$ cat config.mk
export PLATFORM = sky130hd
export DESIGN_NAME = dmem_ctrl
export DESIGN_NICKNAME = d
export VERILOG_FILES = /design/src/rtl/dmem_ctrl.sv
export SDC_FILE = /design/constraint.sdc
export NUM_CORES = 1
export LEC_CHECK = 0
export CAP_MARGIN = 5
export CORE_MARGIN = 4
export CORE_UTILIZATION = 25
export CTS_BUF_LIST = sky130_fd_sc_hd__clkbuf_8 sky130_fd_sc_hd__clkbuf_16
export DETAILED_ROUTE_END_ITERATION = 7
export PLACE_DENSITY_LB_ADDON = 0.3
export SYNTH_ARGS = -nofsm -noshare
export SYNTH_HDL_FRONTEND = slang
export SYNTH_SLANG_ARGS = --single-unit
$ cat constraint.sdc
create_clock -name clk -period 5.35 [get_ports clk]
set_input_delay 1.07 -clock clk [delete_from_list [all_inputs] [get_ports clk]]
set_output_delay 1.07 -clock clk [all_outputs]
set_load 0.02 [all_outputs]
$ cat src/rtl/dmem_ctrl.sv
// dmem_ctrl: round-robin arbiter and byte sequencer in front of a byte-wide
// single-port data memory. Two requesters issue byte or word loads/stores;
// a word is split into four little-endian byte accesses.
//
// Latency (grant at edge E): store done at E+N+1, load done at E+N+2,
// range error done at E+1 (N = 1 byte / 4 word).
// Backpressure: one access at a time; req_ready only pulses in IDLE, so a
// requester holds its request until it sees its ready bit.
//
// Ports:
//   clk, rst_n                 clock, async active-low reset
//   req_valid/write/word [1:0] per-port request qualifiers (bit i = port i)
//   req{0,1}_addr/_wdata       per-port byte address and store data
//   req_ready [1:0]            one-hot accept strobe (combinational, IDLE only)
//   done [1:0]                 one-cycle completion pulse to owning port
//   rdata, err                 load result / range error, valid with done
//   busy                       high whenever not IDLE
//   mem_addr/re/we/wdata       byte strobes to memory
//   mem_rdata                  memory read data, one cycle after mem_re
module dmem_ctrl #(
  parameter int unsigned MEM_BYTES = 16
) (
  input  logic        clk,
  input  logic        rst_n,
  input  logic [1:0]  req_valid,
  input  logic [1:0]  req_write,
  input  logic [1:0]  req_word,
  input  logic [31:0] req0_addr,
  input  logic [31:0] req1_addr,
  input  logic [31:0] req0_wdata,
  input  logic [31:0] req1_wdata,
  output logic [1:0]  req_ready,
  output logic [1:0]  done,
  output logic [31:0] rdata,
  output logic        err,
  output logic        busy,
  output logic [31:0] mem_addr,
  output logic        mem_re,
  output logic        mem_we,
  output logic [7:0]  mem_wdata,
  input  logic [7:0]  mem_rdata
);

  typedef enum logic [1:0] {
    IDLE   = 2'd0,
    ACCESS = 2'd1,
    FLUSH  = 2'd2,
    DONE   = 2'd3
  } state_e;

  // Controller state
  state_e      state_q;
  logic [1:0]  k_q;
  logic        last_q;
  logic        port_q;
  logic        write_q;
  logic        word_q;
  logic [31:0] addr_q;
  logic [31:0] wdata_q;
  logic [31:0] result_q;

  // Registered outputs
  logic [1:0]  done_q;
  logic [31:0] rdata_q;
  logic        err_q;
  logic        busy_q;
  logic [31:0] mem_addr_q;
  logic        mem_re_q;
  logic        mem_we_q;
  logic [7:0]  mem_wdata_q;

  // Grant-cycle decode
  logic        gnt_vld;
  logic        gnt_port_d;
  logic [31:0] gnt_addr;
  logic [31:0] gnt_wdata;
  logic        gnt_write;
  logic        gnt_word;
  logic [32:0] gnt_end;
  logic        range_err;

  // Access-phase helpers
  logic [1:0]  last_k;
  logic [1:0]  k_nxt;
  logic [1:0]  cap_idx;
  logic [31:0] result_d;
  logic [1:0]  port_oh;

  // Round-robin: on a tie serve the port that was not served last.
  always_comb begin
    gnt_port_d = 1'b0;
    if (req_valid == 2'b11) begin
      gnt_port_d = ~last_q;
    end else if (req_valid[1]) begin
      gnt_port_d = 1'b1;
    end
  end

  assign gnt_vld   = |req_valid;
  assign gnt_addr  = gnt_port_d ? req1_addr  : req0_addr;
  assign gnt_wdata = gnt_port_d ? req1_wdata : req0_wdata;
  assign gnt_write = req_write[gnt_port_d];
  assign gnt_word  = req_word[gnt_port_d];

  // Last byte address computed in 33 bits so addresses near 2^32 cannot wrap
  // back into the legal range.
  assign gnt_end   = {1'b0, gnt_addr} + (gnt_word ? 33'd3 : 33'd0);
  assign range_err = (gnt_end >= 33'(MEM_BYTES));

  // Ready is gated with rst_n so no accept strobe is shown while in reset.
  always_comb begin
    req_ready = 2'b00;
    if (rst_n && (state_q == IDLE) && gnt_vld) begin
      req_ready[gnt_port_d] = 1'b1;
    end
  end

  assign last_k  = word_q ? 2'd3 : 2'd0;
  assign k_nxt   = k_q + 2'd1;
  assign port_oh = port_q ? 2'b10 : 2'b01;

  // Read data lags the strobe by one cycle: during ACCESS byte k we receive
  // byte k-1; in FLUSH we receive the final byte (k still holds N-1).
  assign cap_idx = (state_q == FLUSH) ? k_q : (k_q - 2'd1);

  always_comb begin
    result_d = result_q;
    result_d[{cap_idx, 3'b000} +: 8] = mem_rdata;
  end

  always_ff @(posedge clk or negedge rst_n) begin
    if (!rst_n) begin
      state_q     <= IDLE;
      k_q         <= 2'd0;
      last_q      <= 1'b1;
      port_q      <= 1'b0;
      write_q     <= 1'b0;
      word_q      <= 1'b0;
      addr_q      <= '0;
      wdata_q     <= '0;
      result_q    <= '0;
      done_q      <= '0;
      rdata_q     <= '0;
      err_q       <= 1'b0;
      busy_q      <= 1'b0;
      mem_addr_q  <= '0;
      mem_re_q    <= 1'b0;
      mem_we_q    <= 1'b0;
      mem_wdata_q <= '0;
    end else begin
      // Pulse-style outputs default low; states below raise them as needed.
      done_q      <= '0;
      rdata_q     <= '0;
      err_q       <= 1'b0;
      mem_addr_q  <= '0;
      mem_re_q    <= 1'b0;
      mem_we_q    <= 1'b0;
      mem_wdata_q <= '0;

      case (state_q)
        IDLE: begin
          if (gnt_vld) begin
            last_q   <= gnt_port_d;
            port_q   <= gnt_port_d;
            write_q  <= gnt_write;
            word_q   <= gnt_word;
            addr_q   <= gnt_addr;
            wdata_q  <= gnt_wdata;
            result_q <= '0;
            k_q      <= 2'd0;
            busy_q   <= 1'b1;
            if (range_err) begin
              state_q <= DONE;
              done_q  <= gnt_port_d ? 2'b10 : 2'b01;
              err_q   <= 1'b1;
            end else begin
              // First byte strobe is presented in the first ACCESS cycle.
              state_q    <= ACCESS;
              mem_addr_q <= gnt_addr;
              if (gnt_write) begin
                mem_we_q    <= 1'b1;
                mem_wdata_q <= gnt_wdata[7:0];
              end else begin
                mem_re_q <= 1'b1;
              end
            end
          end
        end

        ACCESS: begin
          if (!write_q && (k_q != 2'd0)) begin
            result_q <= result_d;
          end
          if (k_q == last_k) begin
            if (write_q) begin
              state_q <= DONE;
              done_q  <= port_oh;
            end else begin
              state_q <= FLUSH;
            end
          end else begin
            k_q        <= k_nxt;
            mem_addr_q <= addr_q + {30'd0, k_nxt};
            if (write_q) begin
              mem_we_q    <= 1'b1;
              mem_wdata_q <= wdata_q[{k_nxt, 3'b000} +: 8];
            end else begin
              mem_re_q <= 1'b1;
            end
          end
        end

        FLUSH: begin
          result_q <= result_d;
          rdata_q  <= result_d;
          done_q   <= port_oh;
          state_q  <= DONE;
        end

        DONE: begin
          busy_q  <= 1'b0;
          k_q     <= 2'd0;
          state_q <= IDLE;
        end

        default: begin
          state_q <= IDLE;
        end
      endcase
    end
  end

  assign done      = done_q;
  assign rdata     = rdata_q;
  assign err       = err_q;
  assign busy      = busy_q;
  assign mem_addr  = mem_addr_q;
  assign mem_re    = mem_re_q;
  assign mem_we    = mem_we_q;
  assign mem_wdata = mem_wdata_q;

endmodule

After elaboration in Yosys (flattened, before gate mapping)
Cells that the tools add are included.
- word-level logic and storage cells: 115
- memories kept: 0
- bits in registers: 182
- ROM bits: 0
- memory bits (writable): 0
- bits in latches: 0
- eq/ne operators: 9
- $add $sub $neg: 5
- reductions and logical operators: 16
- shift-type cells: 3
- mux-type cells: 61
- divide/modulo/power cells: 0
- $mul: 0
- bitwise gates (word level): 1
- $lt $le $gt $ge: 3
- operators by type and width (cell ; number):
    $mux 32 ; 8
    $pmux 32 s3 ; 1
    $pmux 32 s2 ; 1
    $mux 8 ; 5
    $add 32x2->33 ; 1
    $ge 33x5->1 const B ; 1
    $add 32x2->32 ; 1
    $bwmux 32 ; 1
    $shift 8x7->32 const A ; 1
    $shiftx 32x6->8 ; 1
    $shiftx 8x7->32 ; 1
    $mux 2 ; 15
    $mux 1 ; 22
    $pmux 8 s2 ; 1
    $pmux 2 s3 ; 2
    $ne 2x2->1 const B ; 4
    $pmux 2 s4 ; 1
    $neg 5->7 ; 1
    $eq 2x2->1 const B ; 3
    $pmux 1 s2 ; 3
    $reduce_and 2->1 ; 3
    $reduce_and 3->1 ; 2
    $reduce_bool 3->1 ; 2
    $logic_and 1x1->1 ; 4
    12 further kinds ; 13

Longest topological paths before layout
Gate-level depths: netlist (run 1).
- depth after elaboration: 10
- mapped depth: 21
- gate-level depth less buffers: 13

Worst setup path after synthesis (run 1)
OpenSTA, ideal clock, no wires.
- path kind: input to register
- start point: input port req_valid[1]
- end point: register mem_addr_q[2], in the netlist mem_addr[2]
- library setup time: 0.083 ns
- required time: 5.267 ns
- data arrival time: 5.409 ns
- path slack: -0.142 ns
- cell stages on the path: 18
- buffers on the path: 6
- cells stage by stage: a21boi_1 clkbuf_1 buf_2 clkbuf_1 clkbuf_1 o21ai_0 ha_1 a21oi_1 nor3_1 o22ai_1 nor2_1 xor2_1 a2111oi_0 nand4_1 or3_1 buf_2 buf_6 o22ai_2
- longest elaborated chain between the ends: 10
- elaborated cells between the ends (all ways): 13
- ends and longest elaborated chain (what ; line ; source):
    from (decl) ; 25 ; input logic [1:0] req_valid,
    $eq 2x2->1 or $mux 1 (tied branches) ; 92, 94 ;
    $mux 1 ; 92 ; if (req_valid == 2'b11) begin
    $mux 1 (not written as such) (2 in a row) ; 103 ; assign gnt_word = req_word[gnt_port_d];
    $mux 2 ; 107 ; assign gnt_end = {1'b0, gnt_addr} + (gnt_word ? 33'd3 : 33'd0);
    $add 32x2->33 ; 107 ;
    $ge 33x5->1 ; 108 ; assign range_err = (gnt_end >= 33'(MEM_BYTES));
    $mux 32 ; 172 ; if (range_err) begin
    $mux 32 (*) ; 162 ; if (gnt_vld) begin
    $pmux 32 s2 (*) ; 160 ; case (state_q)
    to (signal assigned) ; 179 ; mem_addr_q <= gnt_addr;
    to (signal assigned) ; 203 ; mem_addr_q <= addr_q + {30'd0, k_nxt};
    to (decl) ; 67 ; logic [31:0] mem_addr_q;
Every way passes the cells marked *; elsewhere a longest branch is shown, timed or not. The select of a mux whose other input is x is not followed.
A chain may end at the register's enable or synchronous reset.

Worst setup path after layout (run 1)
- start point: input port req_valid[1]
- end point: register mem_wdata_q[7], in the netlist mem_wdata[7]
- longest elaborated chain between the ends: 10
- elaborated cells between the ends (all ways): 17
- ends and longest elaborated chain (what ; line ; source):
    $eq 2x2->1 or $mux 1 (tied branches) ; 92, 94 ;
    $mux 1 ; 92 ;
    $mux 1 (not written as such) (2 in a row) ; 103 ;
    $mux 2 ; 107 ;
    $add 32x2->33 ; 107 ;
    $ge 33x5->1 ; 108 ;
    $mux 8 ; 172 ;
    $mux 8 (*) ; 162 ;
    $pmux 8 s2 (*) ; 160 ;
    to (signal assigned) ; 182 ; mem_wdata_q <= gnt_wdata[7:0];
    to (signal assigned) ; 206 ; mem_wdata_q <= wdata_q[{k_nxt, 3'b000} +: 8];
    to (decl) ; 70 ; logic [7:0] mem_wdata_q;
Marks and branches as above.

==> results of run 1 <==
[Yosys cell counts, types with 3 or more instances]
| cell type | number |
|---|---|
| nand2_1 | 209 |
| dfrtp_1 | 181 |
| nor2_1 | 93 |
| nor2b_1 | 68 |
| a21oi_1 | 56 |
| clkbuf_1 | 51 |
| o21ai_0 | 47 |
| a31oi_1 | 40 |
| nand3_1 | 33 |
| a21o_1 | 32 |
| xor2_1 | 32 |
| a22o_1 | 31 |
| inv_1 | 23 |
| mux2i_1 | 23 |
| nor3_1 | 19 |
| and3_1 | 18 |
| xnor2_1 | 18 |
| nand4_1 | 15 |
| ha_1 | 13 |
| or3_1 | 12 |
| clkbuf_2 | 8 |
| mux4_2 | 8 |
| nor4_1 | 6 |
| o22ai_2 | 6 |
| and4_1 | 5 |
| o211ai_1 | 5 |
| and2_1 | 4 |
| o21ai_2 | 4 |
| o22ai_1 | 4 |
| buf_1 | 3 |
| buf_2 | 3 |
| o22a_1 | 3 |
| o31ai_1 | 3 |
[logic make-up (layout without fill, tap and decap cells)]
kind of cell,count (synthesis),after routing,synth area share [%]
and+or+nand+nor,497,497,23.16
AOI/OAI and AO/OA,263,263,17.63
DFF,182,182,45.22
buffers and inverters,89,302,3.527
xor gates and xnor gates,50,50,4.347
muxes,33,33,4.298
adders and majority gates,14,14,1.813
[power groups by stage]
| stage | Sequential, mW | Combinational, mW | Clock (mW) |
|---|---|---|---|
| finish | 2.24 | 2.96 | 1.30 |
| global route | 2.31 | 3.29 | 1.39 |
| CTS | 2.24 | 3.01 | 1.34 |
| detailed placement | 2.27 | 3.00 | 0 |
| global placement | 2.25 | 2.98 | 0 |
| floorplan | 2.33 | 1.76 | 0 |
[through the flow]
stage / cells / util, %
after floorplan: 1128 / -
after global placement: 1836 / 32.54
after detailed placement: 1836 / 32.54
after CTS: 1866 / 34.03
after global routing: 1866 / 34.03
final: 1866 / 34.03
[sequential cells by signal, indices dropped and copies added, names as in the netlist, 2 cells and up]
name       flops
addr_q        32
done           2
k_q            2
mem_addr      32
mem_wdata      8
rdata         32
result_q      32
state_q        2
wdata_q       32
[area by class of cell]
cell class / count / area (µm²)
fillers: 4185 / 26270
multi-input cells: 857 / 5216
flip-flops and latches: 182 / 4556
repair buffers: 249 / 2444
well taps: 525 / 656.9
clock buffers: 19 / 452.9
clock inverters: 11 / 138.9
inverters: 23 / 86.33
[routing by layer]
metal	vias to the layer above	wire [µm]	GRT usage, %
li1	4367	-	-
met1	4268	15790	21.48
met2	300	14440	22.43
met3	27	2034	3.243
met4	0	443	3.803
met5	-	0	0
[worst reg2reg max path, cell delays in order, from the launching register on]
cell       delay [ns]
dfstp_2          0.59
a21boi_4         0.12
nand2_1          0.08
o21ai_0          0.09
ha_1             0.23
a21oi_1          0.21
nor3_1           0.08
o22ai_1          0.41
nor2_1           0.13
xor2_1           0.16
a2111oi_0        0.63
nand4_1          0.28
or3_1            0.42
buf_4            0.22
o21ai_0          0.18
[worst paths after layout]
path,start,end,slack (ns),cells after the start
worst min register to register,port_q$_DFFE_PN0P_,done[0]$_DFF_PN0_,0.47,1
worst max-delay path,req_valid[1],mem_wdata[7]$_DFF_PN0_,0.56,14
min in group asynchronous,rst_n,addr_q[18]$_DFFE_PN0P_,0.55,1
max in group asynchronous,rst_n,result_q[31]$_DFFE_PN0P_,3.49,2
worst max register to register,last_q$_DFFE_PN1P_,mem_wdata[7]$_DFF_PN0_,1.46,14
worst min-delay path,port_q$_DFFE_PN0P_,done[0]$_DFF_PN0_,0.47,1
==> flow_metrics.tcl, run 1 <==
set metrics [dict create \
    final_common_cell "clkdlybuf4s50_1" \
    setup_violations 0 \
    layout.nets 1488 \
    async_flop_share_pct 100.0 \
    combPwrFrac_pct 45.6 \
    antenna_found_initial 0 \
    vias 8962 \
    ys_types 70 \
    cts_max_level 4 \
    cp_slowest_cell "a2111oi_0" \
    grt_pass1_wl_um 51830 \
    grt-ovfl-total 0 \
    netlist_area_um2 10070 \
    rsz0062_at_grt "false" \
    syn_avg_cell_area_um2 8.930 \
    finalClockSkew_ns 0.01577 \
    avgViaCountPerCell 4.803 \
    place_ws_ns 0.1384 \
    power_mw 6.496 \
    synth_area_leaders "dfrtp_1 (45%), nand2_1 (7.8%), nor2b_1 (4.2%), nor2_1 (3.5%), a21oi_1 (2.8%)" \
    syn_nets 1286 \
    drt_iter0_markers 571 \
    whs_ns 0.4697 \
    p_leak_nw 5.798 \
    io_pins 224 \
    dpl_cell_area_um2 12960 \
    track_usage_pct 14.79 \
    slew_viol_final 0 \
    worst-path-buf-inv 2 \
    clock_power_share_pct 19.9 \
    p_int_mw 3.868 \
    routed_wl_um 32710 \
    coreArea_um2 39820 \
    cts_tree "done" \
    fmax_ghz 0.2088 \
    crit_type "input pin to register" \
    design_area_um2 13550 \
    maxCapViolCount 0 \
    areaGrowthSynthToFinish_pct 34.52 \
    crit_chain "clkdlybuf4s50_1 -> a21boi_4 -> o21ai_0 -> ha_1 -> a21oi_1 -> nor3_1 -> o22ai_1 -> nor2_1 -> xor2_1 -> a2111oi_0 -> nand4_1 -> or3_1 -> buf_4 -> o21ai_0" \
    final_cell_mix "clkdlybuf4s50_1 (222), nand2_1 (209), dfrtp_1 (181), nor2_1 (93), nor2b_1 (67)" \
    layout-drive-gt1-share_pct 6.562 \
    cts_hold_buf 0 \
    remaining_drc_errors 0 \
    drtAntennaViolNets 0 \
    cts.sinks 182 \
    avgRoutedWirePerCell_um 17.53 \
    powerDensity_nw_per_um2 479.4 \
    timing.setup.tns_ns 0 \
    grt_pass1_vias 8919 \
    n_antenna_cell 0 \
    crit_top_cell "o21ai_0" \
    firstDrtPassIters 5 \
    path_clk_slew_ns 0.07 \
    io_buffers 223 \
    ys.warnings.count 0 \
    grt_max_degree 84 \
    switching_share_pct 40.46 \
    peakVddDrop_mv 0.2130 \
    tightest_slew_ns 0.9452 \
    rows 73 \
    relSlewSlack_pct 36.99 \
    worst_slack_ns 0.5606 \
    crit_path_max_fanout 15 \
    clockBufferDepth 2 \
    synth_top_area_share_pct 44.96 \
    die-area_um2 43570 \
    die_height_um 208.7 \
    pwr-share-seq_pct 34.5 \
    hold_class "register to register" \
    netlist_instances 1128 \
    post_cts_resize_count 0 \
    dieWidth_um 208.7 \
    endpoint_kind "register" \
    crit_arrival_ns 5.15 \
    clk_latency_ns 0.44 \
    dp.final_hpwl_um 24600 \
    ys_seq_elements 182 \
    finalCritPeriodShare_pct 89.52 \
    critPathRequiredTime_ns 5.71 \
    cts-root-buf "clkbuf_16" \
    worstSetupStartpointType "input pin" \
    status "complete, no violations" \
    dominantRegCellSynth "dfrtp_1" \
    yosysTopAreaCell "dfrtp_1" \
    slowest_delay_ns 0.63 \
    synth-edff-count 0 \
    min_period_ns 4.789 \
    p_switching_mw 2.628 \
    hold_viol 0 \
    crit_family "compound AO/OA/AOI/OAI gates" \
    globalplace.congestion 0.9011 \
    yosysSeqAreaShare_pct 45.22 \
    cts_buffers 17 \
    cts_setup_buffers 0 \
    start_util_pct 25.30 \
]
No activity file was read; power rests on OpenSTA's default activity.
==> run 2, diff against run 1 <==
CTS_CLUSTER_SIZE = 8   (was unset)
==> results of run 2 <==
Final layout, timing and power as in run 1 (identical DEF).
==> run 3, diff against run 2 <==
SETUP_SLACK_MARGIN = 0.5   (was unset)
clock period = 3.93 ns   (was 5.35 ns; I/O delays follow)
==> run 3 against run 2 <==
Clock power rose by 38%. Final cell count rose by 4.8%. Flip-flop and latch count did not move. Final area rose by 7.0%. Clock-buffer cell count did not move. Non-clock buffer count rose by 88. Largest cell class unchanged.
==> flow_metrics.tcl, run 3 (synthesis results as in run 1) <==
set metrics [dict create \
    crit_path_max_fanout 8 \
    track_usage_pct 14.94 \
    final_common_cell "nand2_1" \
    crit_arrival_ns 3.79 \
    coreArea_um2 39820 \
    tightest_slew_ns 1.048 \
    cts_tree "done" \
    rows 73 \
    avgRoutedWirePerCell_um 17.09 \
    endpoint_kind "register" \
    maxCapViolCount 0 \
    dieWidth_um 208.7 \
    r2r_slack_ns 0.52 \
    firstDrtPassIters 4 \
    areaGrowthSynthToFinish_pct 43.87 \
    io_buffers 223 \
    cts_max_level 4 \
    drt_iter0_markers 615 \
    peakVddDrop_mv 0.3012 \
    die_height_um 208.7 \
    cts-root-buf "clkbuf_16" \
    critPathRequiredTime_ns 4.29 \
    grt-ovfl-total 0 \
    grt_pass1_wl_um 52010 \
    grt_max_degree 155 \
    timing.setup.tns_ns 0 \
    clockBufferDepth 2 \
    worst_slack_ns 0.5018 \
    cts.sinks 182 \
    vias 9262 \
    n_antenna_cell 0 \
    cts_buffers 17 \
    r2r-end "mem_addr[2]$_DFF_PN0_" \
    grt_pass1_vias 9041 \
    slowest_delay_ns 0.51 \
    met1_usage_pct 21.86 \
    relSlewSlack_pct 29.94 \
    antenna_found_initial 0 \
    drtAntennaViolNets 0 \
    dp.final_hpwl_um 25220 \
    rsz0062_at_grt "true" \
    grtUsageMet2_pct 22.36 \
    path_clk_slew_ns 0.08 \
    design_area_um2 14490 \
    die-area_um2 43570 \
    routed_wl_um 33440 \
    finalClockSkew_ns 0.01622 \
    finalCritPeriodShare_pct 87.23 \
    power_mw 9.024 \
    dpl_cell_area_um2 13660 \
    crit_chain "dlygate4sd2_1 -> nand4_2 -> or4_4 -> a222oi_1 -> buf_4 -> nand3_4 -> xor2_1 -> a311oi_1 -> nand4_1 -> or3_4 -> buf_12 -> o22ai_2" \
    fmax_ghz 0.2917 \
    io_pins 224 \
    p_leak_nw 6.363 \
    place_ws_ns -0.3735 \
    grt_use_met3_pct 3.168 \
    cp_slowest_cell "or4_4" \
    whs_ns 0.2126 \
    worstSetupStartpointType "input pin" \
    slew_viol_final 0 \
    powerDensity_nw_per_um2 622.7 \
    hold_class "input pin to asynchronous set/reset pin" \
    min_period_ns 3.428 \
    final_cell_mix "nand2_1 (207), clkdlybuf4s50_1 (187), dfrtp_1 (180), buf_4 (107), nor2_1 (87)" \
    top_usage_layer "met2" \
    clk_latency_ns 0.45 \
    remaining_drc_errors 0 \
    crit_type "input pin to register" \
    layout-drive-gt1-share_pct 15.58 \
    hold_viol 0 \
    avgViaCountPerCell 4.735 \
    status "complete, no violations" \
    layout.nets 1576 \
    r2r_cells 11 \
    globalplace.congestion 0.8831 \
    r2r-start "last_q$_DFFE_PN1P_" \
    setup_violations 0 \
    start_util_pct 25.30 \
]
run 3: per-layer routing:
layer	vias to the layer above	part of all wire, %
met5	-	0
met4	0	1.7
li1	4538	-
met3	33	5.5
met1	4429	49
met2	262	44
run 3: worst max path at each step:
| stage | startpoint | to | slack (ns) | cells after the start |
|---|---|---|---|---|
| 2_1_floorplan | req_valid[1] | mem_addr[2]$_DFF_PN0_ | -0.28 | 21 |
| 3_3_place_gp | req_valid[1] | mem_wdata[3]$_DFF_PN0_ | -0.31 | 16 |
| 3_5_place_dp | req_valid[1] | mem_wdata[6]$_DFF_PN0_ | -0.37 | 16 |
| 4_1_cts | req_valid[0] | mem_addr[2]$_DFF_PN0_ | 0.51 | 12 |
| 5_1_grt | last_q$_DFFE_PN1P_ | mem_addr[2]$_DFF_PN0_ | 0.41 | 11 |
| 6_report | req0_addr[3] | mem_addr[2]$_DFF_PN0_ | 0.50 | 12 |
run 3: power by group:
part | switching (mW) | internal, mW | total (mW) | leakage, nW
Sequential | 0.472 | 2.57 | 3.04 | 2.35
Combinational | 2.36 | 1.82 | 4.18 | 3.72
Clock | 0.804 | 0.993 | 1.80 | 0.293
Total | 3.64 | 5.39 | 9.02 | 6.36
run 3: critical path: cells and delay by family:
family	cells	cell delay (ns)
XOR/XNOR	1	0.16
AND/OR/NAND/NOR	5	1.37
buffers and inverters	3	0.62
AO/OA/AOI/OAI	3	0.86
run 3: area by class of cell:
cell class / count / area [µm²]
repair buffers: 337 / 3142
fillers: 4078 / 25330
multi-input cells: 857 / 5435
flip-flops and latches: 182 / 4557
inverters: 23 / 86.33
well taps: 525 / 656.9
clock buffers: 19 / 452.9
clock inverters: 13 / 162.7
run 3: metrics by stage:
stage,utilization (%),cells
2_1_floorplan,-,1128
3_3_place_gp,34.30,1917
3_5_place_dp,34.30,1917
4_1_cts,36.08,1954
5_1_grt,36.39,1956
6_report,36.39,1956
run 3: timing repair:
item,CTS,global route
pin swaps,12,19
hold buffers,0,0
hold endpoints to repair,0,0
gates resized for setup,62,38
setup endpoints to repair,24,58
cloned,1,0
setup buffers,4,2
